$ cat config.mk
export PLATFORM = sky130hd
export DESIGN_NAME = asl_result_writer
export DESIGN_NICKNAME = d
export VERILOG_FILES = /design/src/rtl/asl_pkg.sv /design/src/rtl/asl_argmax.sv /design/src/rtl/asl_result_writer.sv
export SDC_FILE = /design/constraint.sdc
export NUM_CORES = 1
export LEC_CHECK = 0
export CAP_MARGIN = 20
export CORE_MARGIN = 2
export CORE_UTILIZATION = 30
export CTS_CLUSTER_DIAMETER = 60
export DETAILED_ROUTE_END_ITERATION = 8
export HOLD_SLACK_MARGIN = 0.08
export PLACE_DENSITY = 0.69
export SYNTH_ARGS = -nofsm -noshare
export SYNTH_HDL_FRONTEND = slang
export SYNTH_SLANG_ARGS = --single-unit
$ cat constraint.sdc
create_clock -name clk -period 3.3 [get_ports clk]
set_clock_uncertainty 0.05 [all_clocks]
set_input_delay 0.495 -clock clk [delete_from_list [all_inputs] [get_ports clk]]
set_output_delay 0.495 -clock clk [all_outputs]
set_load 0.05 [all_outputs]
$ cat src/rtl/asl_pkg.sv
// Shared constants and types for the ASL classifier result writer.
// Holds the AHB transfer encodings, display register offsets and write FSM states.
package asl_pkg;

  localparam logic [1:0] HTRANS_IDLE = 2'b00;
  localparam logic [1:0] HTRANS_NSEQ = 2'b10;

  localparam logic [31:0] SSD_DATA_OFS = 32'h0000_0000;
  localparam logic [31:0] SSD_DONE_OFS = 32'h0000_0004;

  localparam logic [4:0]  CLASS_INVALID = 5'd31;
  localparam int unsigned NUM_CLASSES   = 24;

  typedef enum logic [2:0] {
    COLLECT,
    A0,
    D0,
    A1,
    D1
  } wr_state_t;

endpackage

$ cat src/rtl/asl_argmax.sv
// Streaming argmax over one frame of signed scores.
// Reports the winning index (or the invalid code) combinationally on the closing beat.
module asl_argmax #(
  parameter int unsigned              NUM_CLASSES = 24,
  parameter int unsigned              SCORE_W     = 16,
  parameter logic signed [SCORE_W-1:0] CONF_THRESH = '0
) (
  input  logic                      clk,
  input  logic                      resetn,
  input  logic                      beat_i,
  input  logic signed [SCORE_W-1:0] score_i,
  input  logic                      last_i,
  output logic                      frame_done_o,
  output logic [4:0]                result_o,
  output logic                      count_err_o
);
  import asl_pkg::*;

  localparam logic [4:0] IdxSat  = 5'd31;
  localparam logic [4:0] LastIdx = 5'(NUM_CLASSES - 1);

  logic [4:0]                idx_q, idx_d;
  logic [4:0]                max_idx_q, max_idx_d;
  logic signed [SCORE_W-1:0] max_q, max_d;

  always_comb begin
    idx_d        = idx_q;
    max_d        = max_q;
    max_idx_d    = max_idx_q;
    frame_done_o = 1'b0;
    count_err_o  = 1'b0;
    if (beat_i) begin
      if (idx_q == 5'd0) begin
        max_d     = score_i;
        max_idx_d = 5'd0;
      end else if (idx_q != IdxSat && score_i > max_q) begin
        // Strict compare keeps the lower index on ties.
        max_d     = score_i;
        max_idx_d = idx_q;
      end
      if (idx_q != IdxSat) begin
        idx_d = idx_q + 5'd1;
      end
      if (last_i) begin
        frame_done_o = 1'b1;
        count_err_o  = (idx_q != LastIdx);
        idx_d        = 5'd0;
      end
    end
    result_o = (count_err_o || (max_d < CONF_THRESH)) ? CLASS_INVALID : max_idx_d;
  end

  always_ff @(posedge clk or negedge resetn) begin
    if (!resetn) begin
      idx_q     <= 5'd0;
      max_idx_q <= 5'd0;
      max_q     <= {1'b1, {(SCORE_W-1){1'b0}}};
    end else begin
      idx_q     <= idx_d;
      max_idx_q <= max_idx_d;
      max_q     <= max_d;
    end
  end

endmodule

$ cat src/rtl/asl_result_writer.sv
// Argmax result writer: collects a frame of class scores, then posts the winning class and a
// done flag to the seven-segment display block with two single AHB-Lite writes.
module asl_result_writer #(
  parameter int unsigned               NUM_CLASSES = 24,
  parameter int unsigned               SCORE_W     = 16,
  parameter logic signed [SCORE_W-1:0] CONF_THRESH = '0,
  parameter logic [31:0]               BASE_ADDR   = 32'hC000_0000
) (
  input  logic                      clk,
  input  logic                      resetn,
  input  logic                      score_valid_i,
  input  logic signed [SCORE_W-1:0] score_data_i,
  input  logic                      score_last_i,
  output logic                      score_ready_o,
  output logic [31:0]               ahb_m0_haddr_o,
  output logic                      ahb_m0_hwrite_o,
  output logic [2:0]                ahb_m0_hsize_o,
  output logic [2:0]                ahb_m0_hburst_o,
  output logic [3:0]                ahb_m0_hprot_o,
  output logic [1:0]                ahb_m0_htrans_o,
  output logic                      ahb_m0_hmastlock_o,
  output logic [31:0]               ahb_m0_hwdata_o,
  input  logic                      ahb_m0_hready_i,
  input  logic                      ahb_m0_hresp_i,
  output logic [4:0]                class_o,
  output logic                      class_valid_o,
  output logic                      err_o
);
  import asl_pkg::*;

  wr_state_t   state_q, state_d;
  logic [1:0]  htrans_q, htrans_d;
  logic [31:0] haddr_q, haddr_d;
  logic        hwrite_q, hwrite_d;
  logic [31:0] hwdata_q, hwdata_d;
  logic [4:0]  result_q, result_d;
  logic [4:0]  class_q, class_d;
  logic        class_valid_q, class_valid_d;
  logic        err_q, err_d;

  logic        beat;
  logic        frame_done;
  logic [4:0]  am_result;
  logic        count_err;

  assign score_ready_o = (state_q == COLLECT);
  assign beat          = score_valid_i & score_ready_o;

  asl_argmax #(
    .NUM_CLASSES (NUM_CLASSES),
    .SCORE_W     (SCORE_W),
    .CONF_THRESH (CONF_THRESH)
  ) u_argmax (
    .clk          (clk),
    .resetn       (resetn),
    .beat_i       (beat),
    .score_i      (score_data_i),
    .last_i       (score_last_i),
    .frame_done_o (frame_done),
    .result_o     (am_result),
    .count_err_o  (count_err)
  );

  always_comb begin
    state_d       = state_q;
    htrans_d      = htrans_q;
    haddr_d       = haddr_q;
    hwrite_d      = hwrite_q;
    hwdata_d      = hwdata_q;
    result_d      = result_q;
    class_d       = class_q;
    class_valid_d = 1'b0;
    err_d         = err_q;
    unique case (state_q)
      COLLECT: begin
        if (frame_done) begin
          result_d = am_result;
          err_d    = err_q | count_err;
          state_d  = A0;
          htrans_d = HTRANS_NSEQ;
          haddr_d  = BASE_ADDR + SSD_DATA_OFS;
          hwrite_d = 1'b1;
        end
      end
      A0: begin
        if (ahb_m0_hready_i) begin
          state_d  = D0;
          htrans_d = HTRANS_IDLE;
          hwdata_d = {27'd0, result_q};
        end
      end
      D0: begin
        err_d = err_q | ahb_m0_hresp_i;
        if (ahb_m0_hready_i) begin
          state_d  = A1;
          htrans_d = HTRANS_NSEQ;
          haddr_d  = BASE_ADDR + SSD_DONE_OFS;
          hwrite_d = 1'b1;
        end
      end
      A1: begin
        if (ahb_m0_hready_i) begin
          state_d  = D1;
          htrans_d = HTRANS_IDLE;
          hwdata_d = 32'h0000_0001;
        end
      end
      D1: begin
        err_d = err_q | ahb_m0_hresp_i;
        if (ahb_m0_hready_i) begin
          // Done write completed: publish the class and return the bus to its idle values.
          state_d       = COLLECT;
          class_d       = result_q;
          class_valid_d = 1'b1;
          haddr_d       = 32'd0;
          hwrite_d      = 1'b0;
          hwdata_d      = 32'd0;
        end
      end
      default: state_d = COLLECT;
    endcase
  end

  always_ff @(posedge clk or negedge resetn) begin
    if (!resetn) begin
      state_q       <= COLLECT;
      htrans_q      <= HTRANS_IDLE;
      haddr_q       <= 32'd0;
      hwrite_q      <= 1'b0;
      hwdata_q      <= 32'd0;
      result_q      <= CLASS_INVALID;
      class_q       <= CLASS_INVALID;
      class_valid_q <= 1'b0;
      err_q         <= 1'b0;
    end else begin
      state_q       <= state_d;
      htrans_q      <= htrans_d;
      haddr_q       <= haddr_d;
      hwrite_q      <= hwrite_d;
      hwdata_q      <= hwdata_d;
      result_q      <= result_d;
      class_q       <= class_d;
      class_valid_q <= class_valid_d;
      err_q         <= err_d;
    end
  end

  assign ahb_m0_haddr_o     = haddr_q;
  assign ahb_m0_hwrite_o    = hwrite_q;
  assign ahb_m0_hsize_o     = 3'b010;
  assign ahb_m0_hburst_o    = 3'b000;
  assign ahb_m0_hprot_o     = 4'b0011;
  assign ahb_m0_htrans_o    = htrans_q;
  assign ahb_m0_hmastlock_o = 1'b0;
  assign ahb_m0_hwdata_o    = hwdata_q;
  assign class_o            = class_q;
  assign class_valid_o      = class_valid_q;
  assign err_o              = err_q;

endmodule
==> reports/metrics.cfg <==
[status]
run_status=finished clean

[pwr]
power_density_mw_per_mm2=887.4
clock_power_share=0.135
p_int_uw=1755
power.total_uw=3260
p_comb_frac=0.551
switching_share=0.4616
power.switching_uw=1505
leakagePower_uw=0.001710
p_seq_frac=0.314
vdd_drop_max_mv=0.3016

[drt]
wire_per_inst_um=11.91
routed.top_layer=met4
met2_length_um=3006
wl_um=6219
ant_nets=0
drc=0
dr_total_vias=2364
via_per_inst=4.529
drt_first_pass_iters=4
wl_met3_um=415
dr.first_iter.drc_count=113
wl_met1_um=2663

[cts]
cts_tree=done
ctsHoldBuffers=0
root_buffer=clkbuf_8
worstSkewPairLatency_ns=0.31
ctsResizeCount=0
numCtsBuffers=5
numClockSinks=50
clk_path_buf_depth=2
post_cts_buffers=0
clk_pin_slew_ns=0.10
cts_htree_levels=2

[floorplanning]
die_y_um=107.5
fp.dieW_um=107.5
row_count=37
coreArea_mm2=0.01037
ios=108
start_util=0.3096
die-area_mm2=0.01155

[finish]
final_area_mm2=0.003674
fin_nets=426
drive_above_1_share=0.1192
antenna_cells=0
area_growth_pct=14.42
postLayoutCoreUtil=0.3542

[timing]
rsz0062_at_grt=false
tns_ns=0
worst_pin_slew_ns=0.8328
finalCriticalPeriod_ns=3.108
finalCritPeriodShare=0.9420
max_freq_mhz=321.7
setup_viol=0
slew_headroom=0.4448
hold_viol=0
drv_slew=0

[grt]
track_usage=0.1110
antenna_found_initial=0
grt_pass1_vias=2257
overflow=0
grt_pass1_wl_um=10340
grt_max_degree=39

[worst_hold_path]
min_path_type=primary input to async pin

[place]
place_area_mm2=0.003561
dp_hpwl_um=4756
io_buffers=39
routabilityCongestion=0.8351

[critical_path]
cp_data_arrival_time_ns=3.30
cp_cell_sequence=clkdlybuf4s50_1, ha_1, a21oi_1, nand2_1, a221o_1, o311a_1, o31a_1, or4b_4, o22a_1
worstSetupEndpointType=flip-flop
slowest_delay_ns=0.58
startpoint_type=primary input
path_class=primary input to flip-flop
worstRegToRegCells=9
cp.required_ns=3.49
crit_path_top_delay_cell=or4b_4
path_max_fanout=5

[yosys]
yosysTopAreaCell=dfrtp_1
yosys.area.top_type_share=0.3040
avgSynthCellArea_um2=9.443
ys.flop_type=dfrtp_1
synth_commonest_cells=buf_4 (69), dfrtp_1 (39), o21ai_0 (30)
postSynthCellCount=340
yosys_warnings=0
synth-seq-area-share=0.3940
synth.most_common_cell=buf_4
yosysUniqueCellTypes=49
synth_edf_count=0
synthArstFlopShare=1.000
ys_ff_latch=50
synth_area_mm2=0.003211
synth_area_leaders=dfrtp_1 (30%), buf_4 (16%), dfstp_2 (9.0%)

[flow_run]
maxCapViolations=0

==> metrics by stage <==
step | setup WS (ns) | hold slack, ns | std cells
floorplan | 0.2626 | 0.1494 | 406
global placement | -0.06769 | 0.4003 | 514
detailed placement | -0.1290 | 0.4087 | 514
CTS | 0.1946 | 0.2647 | 522
global route | 0.07670 | 0.3164 | 522
finish | 0.1915 | 0.2266 | 522
==> metal layers <==
metal | up-vias | global-route usage
li1 | 1139 | -
met1 | 1129 | 0.1332
met2 | 84 | 0.1894
met3 | 12 | 0.03269
met4 | 0 | 0.03846
met5 | - | 0
==> cells by family after synthesis <==
group,share of synthesized area
buffers and inverters,0.1991
AOI/OAI and AO/OA,0.1699
and+or+nand+nor,0.1274
DFF,0.3940
adders and majority gates,0.07405
muxes,0.02767
other,0.002339
xor gates and xnor gates,0.005457
==> registers in the layout, summed over array words and instances (netlist names) <==
| signal | count |
|---|---|
| ahb_m0_haddr_o | 2 |
| ahb_m0_htrans_o | 1 |
| ahb_m0_hwdata_o | 5 |
| ahb_m0_hwrite_o | 1 |
| class_o | 5 |
| class_valid_o | 1 |
| err_o | 1 |
| result_q | 5 |
| state_q | 3 |
| u_argmax.idx_q | 5 |
| u_argmax.max_idx_q | 5 |
| u_argmax.max_q | 16 |
==> power groups by stage <==
stage          Sequential [µW]  Clock (µW)  Combinational, µW
2_1_floorplan             1280           0               1090
3_3_place_gp              1030           0               1750
3_5_place_dp              1040           0               1790
4_1_cts                   1030         452               1800
5_1_grt                   1050         474               1970
6_report                  1020         441               1800
==> cell type report <==
| class | count | area [µm²] |
|---|---|---|
| well taps | 136 | 170.2 |
| clock buffers | 5 | 68.82 |
| flip-flops and latches | 50 | 1265 |
| inverters | 20 | 75.07 |
| multi-input cells | 255 | 1560 |
| repair buffers | 53 | 490.5 |
| clock inverters | 3 | 43.79 |
| fillers | 1055 | 6696 |
==> final timing paths <==
check                              startpoint                    end  slack, ns
min                                    resetn  u_argmax.max_idx_q[1]       0.23
max in group asynchronous              resetn      u_argmax.max_q[2]       2.28
max                          score_data_i[14]            result_q[1]       0.19
max reg2reg                u_argmax.max_q[15]            result_q[1]       0.29
min reg2reg                             err_o                  err_o       0.43
min in group clk                        err_o                  err_o       0.43
==> layout by cell type (no fill, tap or decap), drive strengths merged, types with 2 or more instances in the layout <==
cell	n
a21o	6
nand2b	3
conb	68
a211oi	3
or4b	2
clkbuf	5
and4	2
a21oi	13
a22o	9
nor2	10
mux2	7
inv	21
nand2	29
nor2b	6
clkdlybuf4s50	38
dfrtp	39
nand4	4
and3	2
o22a	9
dfstp	11
nor4	2
nor3	5
nand3	6
buf	15
ha	19
o21ai	30
==> critical path, delay by kind of cell <==
kind / cells / cell delay [ns]
simple gates: 2 / 0.67
buf+inv: 1 / 0.43
fa+ha+maj: 1 / 0.35
compound gates: 5 / 1.35
Power figures use the tool's default switching activity.
